[src/rtl/ucie_ctl_sb_pkg.sv]
// Shared types and helpers for the UCIe sideband control arbiters.
package ucie_ctl_sb_pkg;

  typedef enum logic [1:0] {
    ST_IDLE      = 2'd0,
    ST_LAUNCH    = 2'd1,
    ST_WAIT_DONE = 2'd2,
    ST_GAP       = 2'd3
  } arb_state_e;

  localparam int MSG_W_DEFAULT = 128;

  // Index width for n items, never narrower than one bit.
  function automatic int clog2_min1(input int n);
    int w;
    w = 1;
    while ((1 << w) < n) w++;
    return w;
  endfunction

endpackage

[src/rtl/ucie_ctl_rr_pick.sv]
// Combinational round-robin picker: first asserted request at or after ptr,
// wrapping from NREQ-1 to 0.
module ucie_ctl_rr_pick
  import ucie_ctl_sb_pkg::*;
#(
  parameter int NREQ  = 3,
  parameter int IDX_W = clog2_min1(NREQ)
) (
  input  logic [NREQ-1:0]  req,
  input  logic [IDX_W-1:0] ptr,
  output logic [IDX_W-1:0] idx,
  output logic             found
);

  logic [NREQ-1:0] rot;
  logic [IDX_W:0]  sum;

  always_comb begin
    rot   = NREQ'({req, req} >> ptr);
    found = 1'b0;
    idx   = '0;
    sum   = '0;
    for (int i = 0; i < NREQ; i++) begin
      if (!found && rot[i]) begin
        found = 1'b1;
        sum   = {1'b0, ptr} + (IDX_W+1)'(i);
        if (sum >= (IDX_W+1)'(NREQ)) sum = sum - (IDX_W+1)'(NREQ);
        idx   = sum[IDX_W-1:0];
      end
    end
  end

endmodule

[src/rtl/ucie_ctl_sb_tx_arb.sv]
// Round-robin arbiter/sequencer sharing the sideband TX FSM among NREQ sources.
//   state     | meaning
//   IDLE      | waiting for any request; grant and latch message on the edge
//   LAUNCH    | valid high, waiting for busy to rise (bounded by TIMEOUT)
//   WAIT_DONE | FSM sending; valid held until busy falls (no time bound)
//   GAP       | valid and grant low for one cycle before the next launch
module ucie_ctl_sb_tx_arb
  import ucie_ctl_sb_pkg::*;
#(
  parameter int NREQ    = 3,
  parameter int MSG_W   = MSG_W_DEFAULT,
  parameter int TIMEOUT = 200,
  parameter int TO_W    = 8
) (
  input  logic                  i_clk,
  input  logic                  i_rst,
  input  logic [NREQ-1:0]       i_req,
  input  logic [NREQ*MSG_W-1:0] i_req_msg,
  output logic [NREQ-1:0]       o_gnt,
  output logic [NREQ-1:0]       o_ack,
  output logic [NREQ-1:0]       o_err,
  output logic                  o_valid_lp_sb,
  output logic [MSG_W-1:0]      o_sb_msg,
  input  logic                  i_pl_sb_busy,
  output logic                  o_arb_busy
);

  localparam int              IDX_W   = clog2_min1(NREQ);
  localparam logic [TO_W-1:0] TO_LAST = TO_W'(TIMEOUT - 1);
  localparam logic [NREQ-1:0] ONE_HOT = NREQ'(1);

  arb_state_e       state;
  logic [IDX_W-1:0] rr_ptr;
  logic [IDX_W-1:0] win_idx;
  logic [TO_W-1:0]  cnt;
  logic [IDX_W-1:0] pick_idx;
  logic             pick_found;
  logic [MSG_W-1:0] msg_sel;
  logic [IDX_W-1:0] next_ptr;

  ucie_ctl_rr_pick #(
    .NREQ  (NREQ),
    .IDX_W (IDX_W)
  ) u_pick (
    .req   (i_req),
    .ptr   (rr_ptr),
    .idx   (pick_idx),
    .found (pick_found)
  );

  always_comb begin
    msg_sel = '0;
    for (int k = 0; k < NREQ; k++) begin
      if (pick_idx == IDX_W'(k)) msg_sel = i_req_msg[k*MSG_W +: MSG_W];
    end
  end

  assign next_ptr = (win_idx == IDX_W'(NREQ - 1)) ? '0 : win_idx + 1'b1;

  always_ff @(posedge i_clk or negedge i_rst) begin
    if (!i_rst) begin
      state         <= ST_IDLE;
      rr_ptr        <= '0;
      win_idx       <= '0;
      cnt           <= '0;
      o_gnt         <= '0;
      o_ack         <= '0;
      o_err         <= '0;
      o_valid_lp_sb <= 1'b0;
      o_sb_msg      <= '0;
      o_arb_busy    <= 1'b0;
    end else begin
      o_ack <= '0;
      o_err <= '0;
      case (state)
        ST_IDLE: begin
          if (pick_found) begin
            state         <= ST_LAUNCH;
            win_idx       <= pick_idx;
            o_sb_msg      <= msg_sel;
            o_gnt         <= ONE_HOT << pick_idx;
            o_valid_lp_sb <= 1'b1;
            o_arb_busy    <= 1'b1;
            cnt           <= '0;
          end
        end
        ST_LAUNCH: begin
          // A busy rise on the same edge as the timeout still wins.
          if (i_pl_sb_busy) begin
            state <= ST_WAIT_DONE;
            cnt   <= '0;
          end else if (cnt == TO_LAST) begin
            state         <= ST_GAP;
            o_err         <= o_gnt;
            o_gnt         <= '0;
            o_valid_lp_sb <= 1'b0;
            rr_ptr        <= next_ptr;
            cnt           <= '0;
          end else if (cnt != '1) begin
            cnt <= cnt + 1'b1;
          end
        end
        ST_WAIT_DONE: begin
          if (!i_pl_sb_busy) begin
            state         <= ST_GAP;
            o_ack         <= o_gnt;
            o_gnt         <= '0;
            o_valid_lp_sb <= 1'b0;
            rr_ptr        <= next_ptr;
          end
        end
        ST_GAP: begin
          state      <= ST_IDLE;
          o_arb_busy <= 1'b0;
        end
        default: begin
          state         <= ST_IDLE;
          o_gnt         <= '0;
          o_valid_lp_sb <= 1'b0;
          o_arb_busy    <= 1'b0;
        end
      endcase
    end
  end

endmodule

[config.mk]
export PLATFORM = sky130hd
export DESIGN_NAME = ucie_ctl_sb_tx_arb
export DESIGN_NICKNAME = d
export VERILOG_FILES = /design/src/rtl/ucie_ctl_sb_pkg.sv /design/src/rtl/ucie_ctl_rr_pick.sv /design/src/rtl/ucie_ctl_sb_tx_arb.sv
export SDC_FILE = /design/constraint.sdc
export NUM_CORES = 1
export LEC_CHECK = 0
export ABC_AREA = 0
export BUFFER_PORTS_ARGS = -buffer_cell sky130_fd_sc_hd__buf_2
export CORE_AREA = 5 5 205 207
export CTS_BUF_LIST = sky130_fd_sc_hd__clkbuf_2 sky130_fd_sc_hd__clkbuf_4 sky130_fd_sc_hd__clkbuf_8
export CTS_CLUSTER_SIZE = 30
export DETAILED_ROUTE_END_ITERATION = 10
export DIE_AREA = 0 0 210 212
export GPL_TIMING_DRIVEN = 1
export PLACE_DENSITY = 0.49
export SETUP_SLACK_MARGIN = 0.3
export SLEW_MARGIN = 20
export SYNTH_ARGS = -nofsm -noshare
export SYNTH_HDL_FRONTEND = slang
export SYNTH_SLANG_ARGS = --single-unit
[constraint.sdc]
create_clock -name i_clk -period 2.2 [get_ports i_clk]
set_clock_uncertainty 0.05 [all_clocks]
set_input_delay 0.44 -clock i_clk [delete_from_list [all_inputs] [get_ports i_clk]]
set_output_delay 0.44 -clock i_clk [all_outputs]
set_load 0.005 [all_outputs]
==> flow_summary.toml, run 1 <==
[global_route]
antenna_found_initial = 3
grt_pass1_wl_um = 58800
grt_start_max_net_pins = 63
first_global_vias = 9988
grt_remaining_overflow = 0
grt_use_total_pct = 16.9

[power]
p_int_mw = 11.4
swShare_pct = 44.5
p_sw_mw = 9.17
clock_power_share_pct = 11.0
vdd_ir_drop_max_mv = 0.825
power_frac_seq_pct = 23.3
power.leakage_nw = 6.54
powerDensity_nw_per_um2 = 1500
comb_power_share_pct = 65.6

[critical_path]
crit_slowest_cell = "dfrtp_2"
rr_startpoint = "rr_ptr[0]"
r2r_slack_ns = 0.05
reg2reg_to = "o_sb_msg[53]"
path_max_fanout = 14
crit_top_cell = "buf_12"
worstSetupEndpointType = "flip-flop"
critical_path_arrival_ns = 2.47
cp.required_ns = 2.52
worst-setup-path-type = "reg2reg"
path_cells = "nor4bb_2 > a311o_1 > nand2_2 > nand3_4 > buf_12 > buf_12 > mux2i_2 > o211ai_2"
cp_slowest_stage_delay_ns = 0.48
rr_worst_depth = 8
start_kind = "flip-flop"

[clock_network]
cts_max_path_buffers = 2
cts_max_level = 4
cts_buffers = 17
path_clk_slew_ns = 0.09
insertion_delay_ns = 0.49
cts_tree = "built"
ctsRootBufferMaster = "clkbuf_8"
cts.sink_count = 153

[synthesis]
synth_cell_type_count = 43
yosys.area.top_type = "dfrtp_1"
syn_nets = 1275
ys_ff_latch = 153
yosys-top-cells-area = "dfrtp_1 43%, mux2i_1 14%, nand4_1 9.0%"
ys_seq_area_share_pct = 42.7
syn_area_um2 = 8970
async_flop_share_pct = 100
synthFlopType = "dfrtp_1"
syn_area_per_cell_um2 = 10.2
synth-edff-count = 0
syn-instance-count = 875
yosys_warnings = 0
yosysTopAreaCellShare_pct = 42.7

[sta]
setup_tns_ns = 0
final-setup-viol-count = 0
fmax_mhz = 465
tightest_slew_ns = 0.487
min_period_ns = 2.15
relSlewSlack_pct = 67.4
rsz0062_at_grt = "true"
finalMaxSlewViolations = 0
post-route-period-util_pct = 97.7
finalHoldViolCount = 0

[floorplan]
die_w_um = 210
core-area_um2 = 40200
row_count = 74
fp.dieH_um = 212
initial_core_util_pct = 22.3
die_area_um2 = 44500
io_pins = 529

[min_path]
worstHoldStart = "i_req_msg[189]"
min_path_cells = 3
min_delay_worst_endpoint = "o_sb_msg[61]"
min-delay-path-class = "in2reg"

[detailed_routing]
postRouteAntennaNets = 0
drt_iter0_drc = 669
wl_per_cell_um = 20.4
vias_per_cell = 4.83
vias = 9450
firstDrtPassIters = 5
wl_met1_um = 16600
route.met3.wl_um = 2550
wl_met2_um = 19800
top_layer = "met4"
wl_um = 39900
remaining_drc_errors = 0

[cells_and_area]
seqCellArea_um2 = 3830
multi_input_area_um2 = 5130
drive_gt1_share_pct = 56.0
mostFrequentLayoutCell = "buf_2"
design_area_um2 = 13700
n_fill_cell = 4137
layout_common_cells = "527 x buf_2, 150 x dfrtp_1, 140 x nand2_1"
nets = 1814
area_growth_pct = 52.9

[placement]
hpwl_um = 29100
port_buffers = 528
gp_congestion = 0.911
post_dp_cell_area_um2 = 12500

[flow_run]
max-cap-violations = 0

[status]
status = "complete, no violations"
## synthesized netlist by cell type, types with 2 or more instances
| library cell | count |
|---|---|
| ha_1 | 10 |
| o211ai_2 | 60 |
| inv_1 | 8 |
| buf_4 | 7 |
| clkbuf_1 | 45 |
| mux2i_1 | 129 |
| nor2b_1 | 4 |
| nand3_1 | 5 |
| nor4_1 | 2 |
| o211ai_1 | 69 |
| nand4_1 | 129 |
| nor4bb_1 | 2 |
| buf_2 | 20 |
| o21ai_1 | 3 |
| and3b_1 | 2 |
| o41ai_1 | 5 |
| a21oi_1 | 4 |
| buf_6 | 18 |
| and2_1 | 4 |
| nand3b_1 | 2 |
| o21ai_0 | 12 |
| nand2_1 | 143 |
| nor2_1 | 9 |
| dfrtp_1 | 153 |
| nand2b_1 | 4 |
| and3_1 | 6 |
| o31ai_1 | 4 |
## power groups by stage
stage	Combinational, mW	Sequential [mW]	Clock, mW
2_1_floorplan	7.35	4.88	0
3_3_place_gp	11.7	4.85	0
3_5_place_dp	11.8	4.85	0
4_1_cts	12.9	4.82	2.39
5_1_grt	14.5	4.96	2.50
6_report	13.5	4.81	2.28
## area by class of cell
cell class,count,area share (%)
flip-flops and latches,153,28.0
inverters,8,0.219
multi-input cells,624,37.4
well taps,532,4.86
diodes,2,0.0365
repair buffers,610,26.7
clock buffers,20,1.92
clock inverters,9,0.922
## critical path: cells and delay by family (launching register included)
| kind | cells | cell delay (ns) |
|---|---|---|
| flip-flops | 1 | 0.48 |
| buffers and inverters | 2 | 0.36 |
| AO/OA/AOI/OAI | 2 | 0.32 |
| multiplexers | 1 | 0.26 |
| AND/OR/NAND/NOR | 3 | 0.52 |
## how the worst max path moves through the flow
stage                          from           end  slack (ns)  cells past startpoint
after floorplan           rr_ptr[1]  o_sb_msg[25]        0.30                      9
final                     rr_ptr[0]  o_sb_msg[53]        0.05                      8
after detailed placement   i_req[2]  o_sb_msg[36]       -0.21                      8
after global routing      rr_ptr[0]  o_sb_msg[36]       -0.04                      7
after global placement     i_req[1]  o_sb_msg[36]       -0.19                      8
after CTS                 rr_ptr[0]  o_sb_msg[31]        0.05                      8
## kinds of logic (layout without fill, tap and decap cells)
family	after synthesis	in the layout	synth area share, %
compound gates	164	164	16.8
xor+xnor	1	1	0.0977
fa+ha+maj	10	10	1.40
buf+inv	98	647	6.18
flops	153	153	42.7
mux	130	130	14.5
other cells	0	2	0
simple gates	319	319	18.3
## layer usage
metal	up-vias	global-route usage [%]
met5	-	0
met4	0	5.60
met3	54	4.21
met2	361	28.3
met1	4657	21.5
li1	4378	-
## state kept, by name, summed over array words and instances (netlist names)
signal         cells
o_arb_busy         1
state              2
rr_ptr             2
o_gnt              3
win_idx            2
o_sb_msg         128
o_err              3
cnt                8
o_valid_lp_sb      1
o_ack              3
## per-stage QoR
stage	setup slack [ns]	cells	hold slack, ns	power [mW]	utilization [%]
after detailed placement	-0.211	1906	0.311	16.6	31.1
final	0.0510	1958	0.147	20.6	34.1
after floorplan	0.301	875	0.0944	12.2	-
after global routing	-0.0370	1958	0.101	22.0	34.1
after CTS	0.0476	1948	0.0879	20.1	33.0
after global placement	-0.194	1906	0.311	16.6	31.1
## timing repair
item                       in CTS  in global routing
setup buffers                   8                  7
pin swaps                       4                 12
hold endpoints to repair       27                  0
setup endpoints to repair     141                147
hold buffers                    1                  0
cloned                          4                  1
resized for setup              45                 89
Note: power is estimated with default switching activity, not from simulation.
==> run 2, diff against run 1 <==
Settings changed: ABC_AREA 0 to 1, CORE_AREA 5 5 205 207 to 5 5 204 206, DIE_AREA 0 0 210 212 to 0 0 209 211, PLACE_DENSITY 0.49 to 0.53.
==> run 2 against run 1 <==
The flow now finishes with violations (negative setup slack). Wire length rose by 33%. Via count rose by 35%. Final area rose by 19%. Largest power group unchanged. Largest cell class unchanged. Critical path depth rose by 6. Die area fell by 0.95%. Highest routed layer is now met5. Register-to-register slack got worse by 0.13 ns. Clock power rose by 2%. Count of clock-buffer cells in the layout rose by 3.
==> flow_summary.toml, run 2 <==
[global_route]
grt_remaining_overflow = 0
first_global_vias = 12540
grt_pass1_wl_um = 70700
antenna_found_initial = 3
grt_start_max_net_pins = 85
grt_use_total_pct = 20.3

[sta]
fmax_mhz = 439
finalWorstSetupSlack_ns = -0.0795
post-route-period-util_pct = 104
final-setup-viol-count = 63
relSlewSlack_pct = 69.8
rsz0062_at_grt = "true"
min_period_ns = 2.28
finalHoldViolCount = 0
tightest_slew_ns = 0.452
finalMaxSlewViolations = 0

[synthesis]
synth_cell_type_count = 30
syn_area_um2 = 10400
ys_ff_latch = 153
ys_seq_area_share_pct = 36.8
yosysTopAreaCellShare_pct = 36.8
yosys.area.top_type = "dfrtp_1"
synthFlopType = "dfrtp_1"
ys_top_cells_by_count = "717 x nand2_1, 155 x inv_1, 153 x dfrtp_1, 128 x o21ai_0, 127 x nand3b_1"
synth-edff-count = 0
async_flop_share_pct = 100
syn_area_per_cell_um2 = 6.54
syn-instance-count = 1592
syn_nets = 1992
yosysMostFrequentCell = "nand2_1"
yosys_warnings = 0
yosys-top-cells-area = "dfrtp_1 37%, nand2_1 26%, nand3b_1 9.2%"

[floorplan]
row_count = 73
core-area_um2 = 39500
initial_core_util_pct = 26.4
io_pins = 529
die_w_um = 209
fp.dieH_um = 211
die_area_um2 = 44100

[cells_and_area]
mostFrequentLayoutCell = "nand2_1"
largest_register = "o_sb_msg"
reg_top3 = "o_sb_msg: 128 flops, cnt: 8 flops"
largest_reg_flops = 128
area_growth_pct = 57.2
fin_util_pct = 41.5
n_fill_cell = 4072
stdcell_count = 2697
nets = 2559
design_area_um2 = 16400
drive_gt1_share_pct = 36.1
layout_common_cells = "692 x nand2_1, 527 x buf_2, 152 x inv_1"
diodes = 0

[clock_network]
insertion_delay_ns = 0.49
cts_max_level = 4
ctsRootBufferMaster = "clkbuf_8"
cts_buffers = 17
path_clk_slew_ns = 0.10
cts_max_path_buffers = 2
cts.sink_count = 153
cts_tree = "built"

[critical_path]
cp.required_ns = 2.57
worstSetupEndpointType = "flip-flop"
rr_worst_depth = 14
worst-setup-path-type = "reg2reg"
cp_slowest_stage_delay_ns = 0.46
reg2reg_to = "o_sb_msg[27]"
critPathLaunch = "rr_ptr[0]"
critical_path_arrival_ns = 2.65
path_cells = "clkinv_4 > nand2_8 > nand2_2 > nand2_2 > nand2_2 > nand3_4 > nand2_4 > nor2_4 > buf_4 > buf_12 > nand3_1 > nand2_1 > nand2_1 > nand2_1"
crit_slowest_cell = "dfrtp_2"
path_max_fanout = 21
start_kind = "flip-flop"
r2r_slack_ns = -0.08
crit_path_end = "o_sb_msg[27]"
rr_startpoint = "rr_ptr[0]"

[min_path]
min-delay-path-class = "in2reg"

[detailed_routing]
firstDrtPassIters = 5
vias = 12789
drt_iter0_drc = 862
wl_per_cell_um = 19.7
vias_per_cell = 4.74
postRouteAntennaNets = 0
wl_um = 53000
remaining_drc_errors = 0

[placement]
placedCellCount = 2580
hpwl_um = 31500
gp_congestion = 0.964
dp_worst_setup_slack_ns = -0.120
port_buffers = 528
post_dp_cell_area_um2 = 13800

[power]
powerDensity_nw_per_um2 = 2110
power.leakage_nw = 9.47
p_total_mw = 34.5
vdd_ir_drop_max_mv = 1.03

[flow_run]
max-cap-violations = 0

[status]
status = "finished with violations"
violations = "negative setup slack"
-- run 2: changes by cell type after synthesis, sizes merged, moves of 129 or more --
cell    previous run  this run
nand4            129         0
o211ai           129         0
mux2i            129         0
nand2            143       721
inv                8       158
-- run 2: timing repair --
action	4_1_cts	5_1_grt
hold buffers	1	0
setup buffers	18	14
resized for setup	67	165
pin swaps	16	48
endpoints found under the setup margin	141	144
hold endpoints to repair	35	0
cloned	18	34
-- run 2: stage by stage --
| stage | TNS, ns | hold WS, ns |
|---|---|---|
| final | -1.37 | 0.184 |
| after global routing | -15.44 | 0.169 |
| after CTS | 0 | 0.132 |
| after detailed placement | -0.467 | 0.353 |
| after global placement | -0.0428 | 0.352 |
| after floorplan | 0 | 0.0944 |
-- run 2: how the worst min path moves through the flow --
stage / slack [ns] / depth (start not counted) / from / to
global placement: 0.35 / 1 / i_rst / o_sb_msg[82]
finish: 0.18 / 5 / i_req_msg[205] / o_sb_msg[77]
CTS: 0.13 / 5 / i_req_msg[205] / o_sb_msg[77]
detailed placement: 0.35 / 1 / i_rst / o_sb_msg[86]
global route: 0.17 / 5 / i_req_msg[231] / o_sb_msg[103]
floorplan: 0.09 / 0 / i_rst / cnt[0]
-- run 2: power by group --
group	total [mW]	switching, mW	internal (mW)
clock	2.33	1.19	1.14
sequential	4.85	0.727	4.12
combinational	27.3	15.2	12.2
-- run 2: cell type report --
class / count / area (um^2) / area share, %
clock buffers: 23 / 298 / 1.82
clock inverters: 9 / 115 / 0.703
inverters: 158 / 604 / 3.69
multi-input cells: 1173 / 5860 / 35.8
flip-flops and latches: 153 / 3830 / 23.4
well taps: 525 / 657 / 4.01
repair buffers: 656 / 5010 / 30.6
-- run 2: critical path, delay by kind of cell, from the launching register on --
family,cells,cell delay (ns)
DFF,1,0.46
and+or+nand+nor,11,1.09
buffers and inverters,3,0.56
-- run 2: layer usage --
layer / global-route usage, % / wire, um / share of wire, %
met5: 0 / 34 / 0.064
met2: 35.5 / 26100 / 49
met1: 24.8 / 21200 / 40
met4: 5.90 / 1630 / 3.1
met3: 5.23 / 4030 / 7.6
-- run 2: kinds of logic after synthesis --
group / Yosys count / share of synthesized area [%]
adder cells (fa/ha/maj): 10 / 1.20
XOR/XNOR: 3 / 0.252
AND/OR/NAND/NOR: 1010 / 43.3
buffers and inverters: 269 / 11.4
AO/OA/AOI/OAI: 147 / 7.12
flip-flops: 153 / 36.8
